==> src/rtl/beat_sequencer.sv <==
// beat_sequencer: one-hot W1/W2/W3 machine-cycle beat generator and run
// controller with beat and instruction counters, clocked on falling t3.
module beat_sequencer #(
    parameter int BEAT_CNT_W  = 8,
    parameter int INSTR_CNT_W = 16
) (
    input  logic                   t3,
    input  logic                   clr,
    input  logic                   qd,
    input  logic                   step_mode,
    input  logic                   short,
    input  logic                   long,
    input  logic                   stop,
    output logic                   w1,
    output logic                   w2,
    output logic                   w3,
    output logic                   running,
    output logic                   instr_end,
    output logic [BEAT_CNT_W-1:0]  beat_cnt,
    output logic [INSTR_CNT_W-1:0] instr_cnt
);

    typedef enum logic [1:0] {
        IDLE = 2'd0,
        B1   = 2'd1,
        B2   = 2'd2,
        B3   = 2'd3
    } state_t;

    localparam logic [BEAT_CNT_W-1:0]  BEAT_ONE  = 1;
    localparam logic [INSTR_CNT_W-1:0] INSTR_ONE = 1;

    state_t state;
    state_t state_n;
    logic   stop_pend;
    logic   stop_pend_n;
    logic   qd_d;
    logic   start;
    logic   ends;
    logic   in_beat;

    assign start   = qd & ~qd_d;
    assign in_beat = (state != IDLE);

    always_comb begin
        state_n     = state;
        ends        = 1'b0;
        stop_pend_n = stop_pend;
        unique case (state)
            IDLE: if (start) state_n = B1;
            // short wins over long; long only matters at the end of B2
            B1:   if (short) ends = 1'b1;
                  else       state_n = B2;
            B2:   if (long)  state_n = B3;
                  else       ends = 1'b1;
            B3:   ends = 1'b1;
        endcase
        if (ends) begin
            state_n = (stop_pend | stop | step_mode) ? IDLE : B1;
        end
        if (ends) begin
            stop_pend_n = 1'b0;
        end else if (in_beat && stop) begin
            stop_pend_n = 1'b1;
        end
    end

    always_ff @(negedge t3 or negedge clr) begin
        if (!clr) begin
            state     <= IDLE;
            stop_pend <= 1'b0;
            qd_d      <= 1'b0;
            instr_end <= 1'b0;
            beat_cnt  <= '0;
            instr_cnt <= '0;
        end else begin
            state     <= state_n;
            stop_pend <= stop_pend_n;
            qd_d      <= qd;
            instr_end <= ends;
            if (in_beat) begin
                beat_cnt <= beat_cnt + BEAT_ONE;
            end
            if (ends && (instr_cnt != '1)) begin
                instr_cnt <= instr_cnt + INSTR_ONE;
            end
        end
    end

    assign w1      = (state == B1);
    assign w2      = (state == B2);
    assign w3      = (state == B3);
    assign running = in_beat;

endmodule

==> config.mk <==
export PLATFORM = sky130hd
export DESIGN_NAME = beat_sequencer
export DESIGN_NICKNAME = d
export VERILOG_FILES = /design/src/rtl/beat_sequencer.sv
export SDC_FILE = /design/constraint.sdc
export NUM_CORES = 1
export LEC_CHECK = 0
export CAP_MARGIN = 20
export CORE_ASPECT_RATIO = 1.25
export CORE_MARGIN = 2
export CORE_UTILIZATION = 30
export DETAILED_ROUTE_END_ITERATION = 8
export SETUP_SLACK_MARGIN = 0.4
export SYNTH_ARGS = -nofsm -noshare
export SYNTH_HDL_FRONTEND = slang
export SYNTH_SLANG_ARGS = --single-unit
==> constraint.sdc <==
create_clock -name t3 -period 2.49 [get_ports t3]
set_input_delay 0.6225 -clock t3 [delete_from_list [all_inputs] [get_ports t3]]
set_output_delay 0.6225 -clock t3 [all_outputs]
set_load 0.02 [all_outputs]
==> reports/results.ini <==
[logic_synthesis]
syn_inst = 121
synthDistinctLibCells = 35
seq_area_frac_synth_pct = 51.7
ys_ff_latch = 29
syn_nets = 134
synth_warnings = 0
syn_area_mm2 = 0.00140
avgSynthCellArea_um2 = 11.6

[setup_path]
critical_path_required_ns = 1.87
r2r_setup_slack_ns = 0.20
critical_path_arrival_ns = 2.38
rr_worst_depth = 7
timing.rr.end = instr_cnt[14]$_DFFE_NN0P_
r2r-start = instr_cnt[1]$_DFFE_NN0P_
end_kind = output pin
worstSetupStartpointType = flop
cp_max_fo = 2
crit_type = flop to output pin

[timing]
hold_viol_final = 0
timing.final.ws_setup_ns = -0.508
slew_headroom_pct = 75.5
setup_viol = 48
tightest_slew_ns = 0.366
finalMaxSlewViolations = 0
rsz0062_at_grt = yes
setup_tns_ns = -13.14
clock-skew-final_ns = 0.00530
worst_hold_slack_ns = 0.457

[clock_tree]
cts-htree-levels = 2
clock_sinks = 29
cts_hold_buffers = 0
clk_latency_ns = 0.29
clkTransAtPathRegs_ns = 0.04
clockBufferDepth = 2
cts-root-buf = clkbuf_8
tritoncts = built
numCtsBuffers = 5

[pwr]
finalPower_mw = 2.77
peakVddDrop_mv = 0.472
cellLeakagePower_nw = 1.25
p_per_area_mw_per_mm2 = 1050

[floorplan]
fp.dieH_um = 80.4
die_area_mm2 = 0.00524
ios = 36
die-width_um = 65.2
initial_core_util_pct = 31.5
rows = 27
fp.coreArea_mm2 = 0.00446

[cells_and_area]
utilization_pct = 59.2
nets = 234
fillers = 390
drive_gt1_share_pct = 60.2
multiInputGateArea_um2 = 871
final_area_mm2 = 0.00264
syn2layout_area_growth_pct = 88.1
layout_common_cells = buf_4, buf_6, dfrtn_1, xor2_1, nand4_1
final_common_cell = buf_4
diodes = 0
seq_area_um2 = 726

[place]
routabilityCongestion = 0.759
port_buffers = 35
dpl_cell_area_mm2 = 0.00217
place_hpwl_mm = 2.62

[outcome]
status = finished, violations left
violations = negative setup slack

[grt]
grt_use_total_pct = 14.9
antenna_found_initial = 0
grt_pass1_vias = 1360
overflow = 0
grt_pass1_wl_mm = 5.98
grt_start_max_net_pins = 30

[route]
drtAntennaViolNets = 0
wl_per_cell_um = 13.8
vias_per_cell = 4.72
drt_iter0_drc = 36
first_pass_iters = 4
routed_wl_mm = 3.86
drc = 0
via_count = 1318

[hold_path]
hold-path-endpoint = stop_pend$_DFFE_NN0P_
hold_class = flop to flop
hold_depth = 2
worstHoldStart = stop_pend$_DFFE_NN0P_

[job]
maxCapViolations = 0

## timing repair
item	4_1_cts	5_1_grt
resized for setup	212	9
buffers inserted	9	13
pin swaps	15	6
endpoints found under the setup margin	50	49
## cell type report
type	instances	area share, %
Clock buffer	7	3.27
Inverter	5	0.901
Multi-Input combinational cell	86	33.0
Sequential cell	29	27.5
Tap cell	58	2.75
Timing Repair Buffer	94	32.6
## cells in the mapped netlist (all sizes together)
| cell type | n | area share (%) |
|---|---|---|
| a21oi | 1 | 0.36 |
| and2 | 2 | 0.98 |
| and2b | 1 | 0.54 |
| and3 | 2 | 1.2 |
| and4 | 2 | 1.2 |
| and4b | 1 | 0.71 |
| buf | 1 | 0.36 |
| clkinv | 1 | 0.27 |
| dfrtn | 29 | 52 |
| ha | 6 | 5.4 |
| inv | 4 | 1.1 |
| mux2 | 4 | 3.2 |
| mux2i | 1 | 0.71 |
| nand2 | 7 | 1.9 |
| nand3 | 5 | 1.8 |
| nand3b | 1 | 0.54 |
| nand4 | 9 | 4.0 |
| nor2 | 5 | 1.3 |
| nor3 | 6 | 2.1 |
| nor3b | 1 | 0.54 |
| nor4 | 3 | 1.3 |
| o21ai | 3 | 1.1 |
| o311ai | 1 | 1.2 |
| o31ai | 1 | 1.5 |
| o32a | 1 | 0.71 |
| or2 | 1 | 0.45 |
| or4 | 1 | 0.54 |
| or4b | 1 | 0.71 |
| xnor2 | 9 | 5.6 |
| xor2 | 11 | 6.9 |
## power breakdown
group          total (mW)  switching [mW]  internal (mW)  leakage, nW
Clock               0.390           0.171          0.219       0.0443
Sequential          0.709          0.0927          0.616        0.375
Combinational        1.67           0.757          0.918        0.827
Total                2.77            1.02           1.75         1.25
## per-layer routing
metal | wire length, µm | share of wire (%) | track usage (%)
met5 | 0 | 0 | 0
met4 | 59 | 1.5 | 4.38
met1 | 1500 | 39 | 15.9
met3 | 149 | 3.9 | 4.06
met2 | 2150 | 56 | 28.2
## worst max path at each step
stage                                      to  cells past startpoint  slack [ns]            startpoint
floorplan           instr_cnt[12]$_DFFE_NN0P_                      5       -0.58                  long
global placement    instr_cnt[14]$_DFFE_NN0P_                      5       -0.99                  long
detailed placement  instr_cnt[14]$_DFFE_NN0P_                      5       -1.05                  long
CTS                                        w3                      3       -0.50  state[0]$_DFFE_NN0P_
global route                               w3                      3       -0.54  state[0]$_DFFE_NN0P_
finish                                     w3                      3       -0.51  state[0]$_DFFE_NN0P_
## metrics by stage
stage,setup WS [ns],instances
detailed placement,-1.05,250
global route,-0.544,279
finish,-0.508,279
CTS,-0.501,266
floorplan,-0.584,121
global placement,-0.993,250
## critical path, stage by stage (launching register included)
cell and delay (ns):
dfrtn_1 0.43, buf_4 0.15, ha_4 0.14, buf_4 0.13
## cells by family (layout without fill, tap and decap cells)
group / after synthesis / count (layout) / share of synthesized area [%]
xor gates and xnor gates: 20 / 20 / 12.5
and+or+nand+nor: 48 / 48 / 20.0
adders and majority gates: 6 / 6 / 5.35
AOI/OAI and AO/OA: 7 / 7 / 4.82
DFF: 29 / 29 / 51.7
buffers and inverters: 6 / 106 / 1.69
muxes: 5 / 5 / 3.92
## sequential cells by signal (all words and copies together) (netlist names)
signal     cells
beat_cnt       8
instr_cnt     16
instr_end      1
qd_d           1
state          2
stop_pend      1
Note: power is estimated with default switching activity, not from simulation.
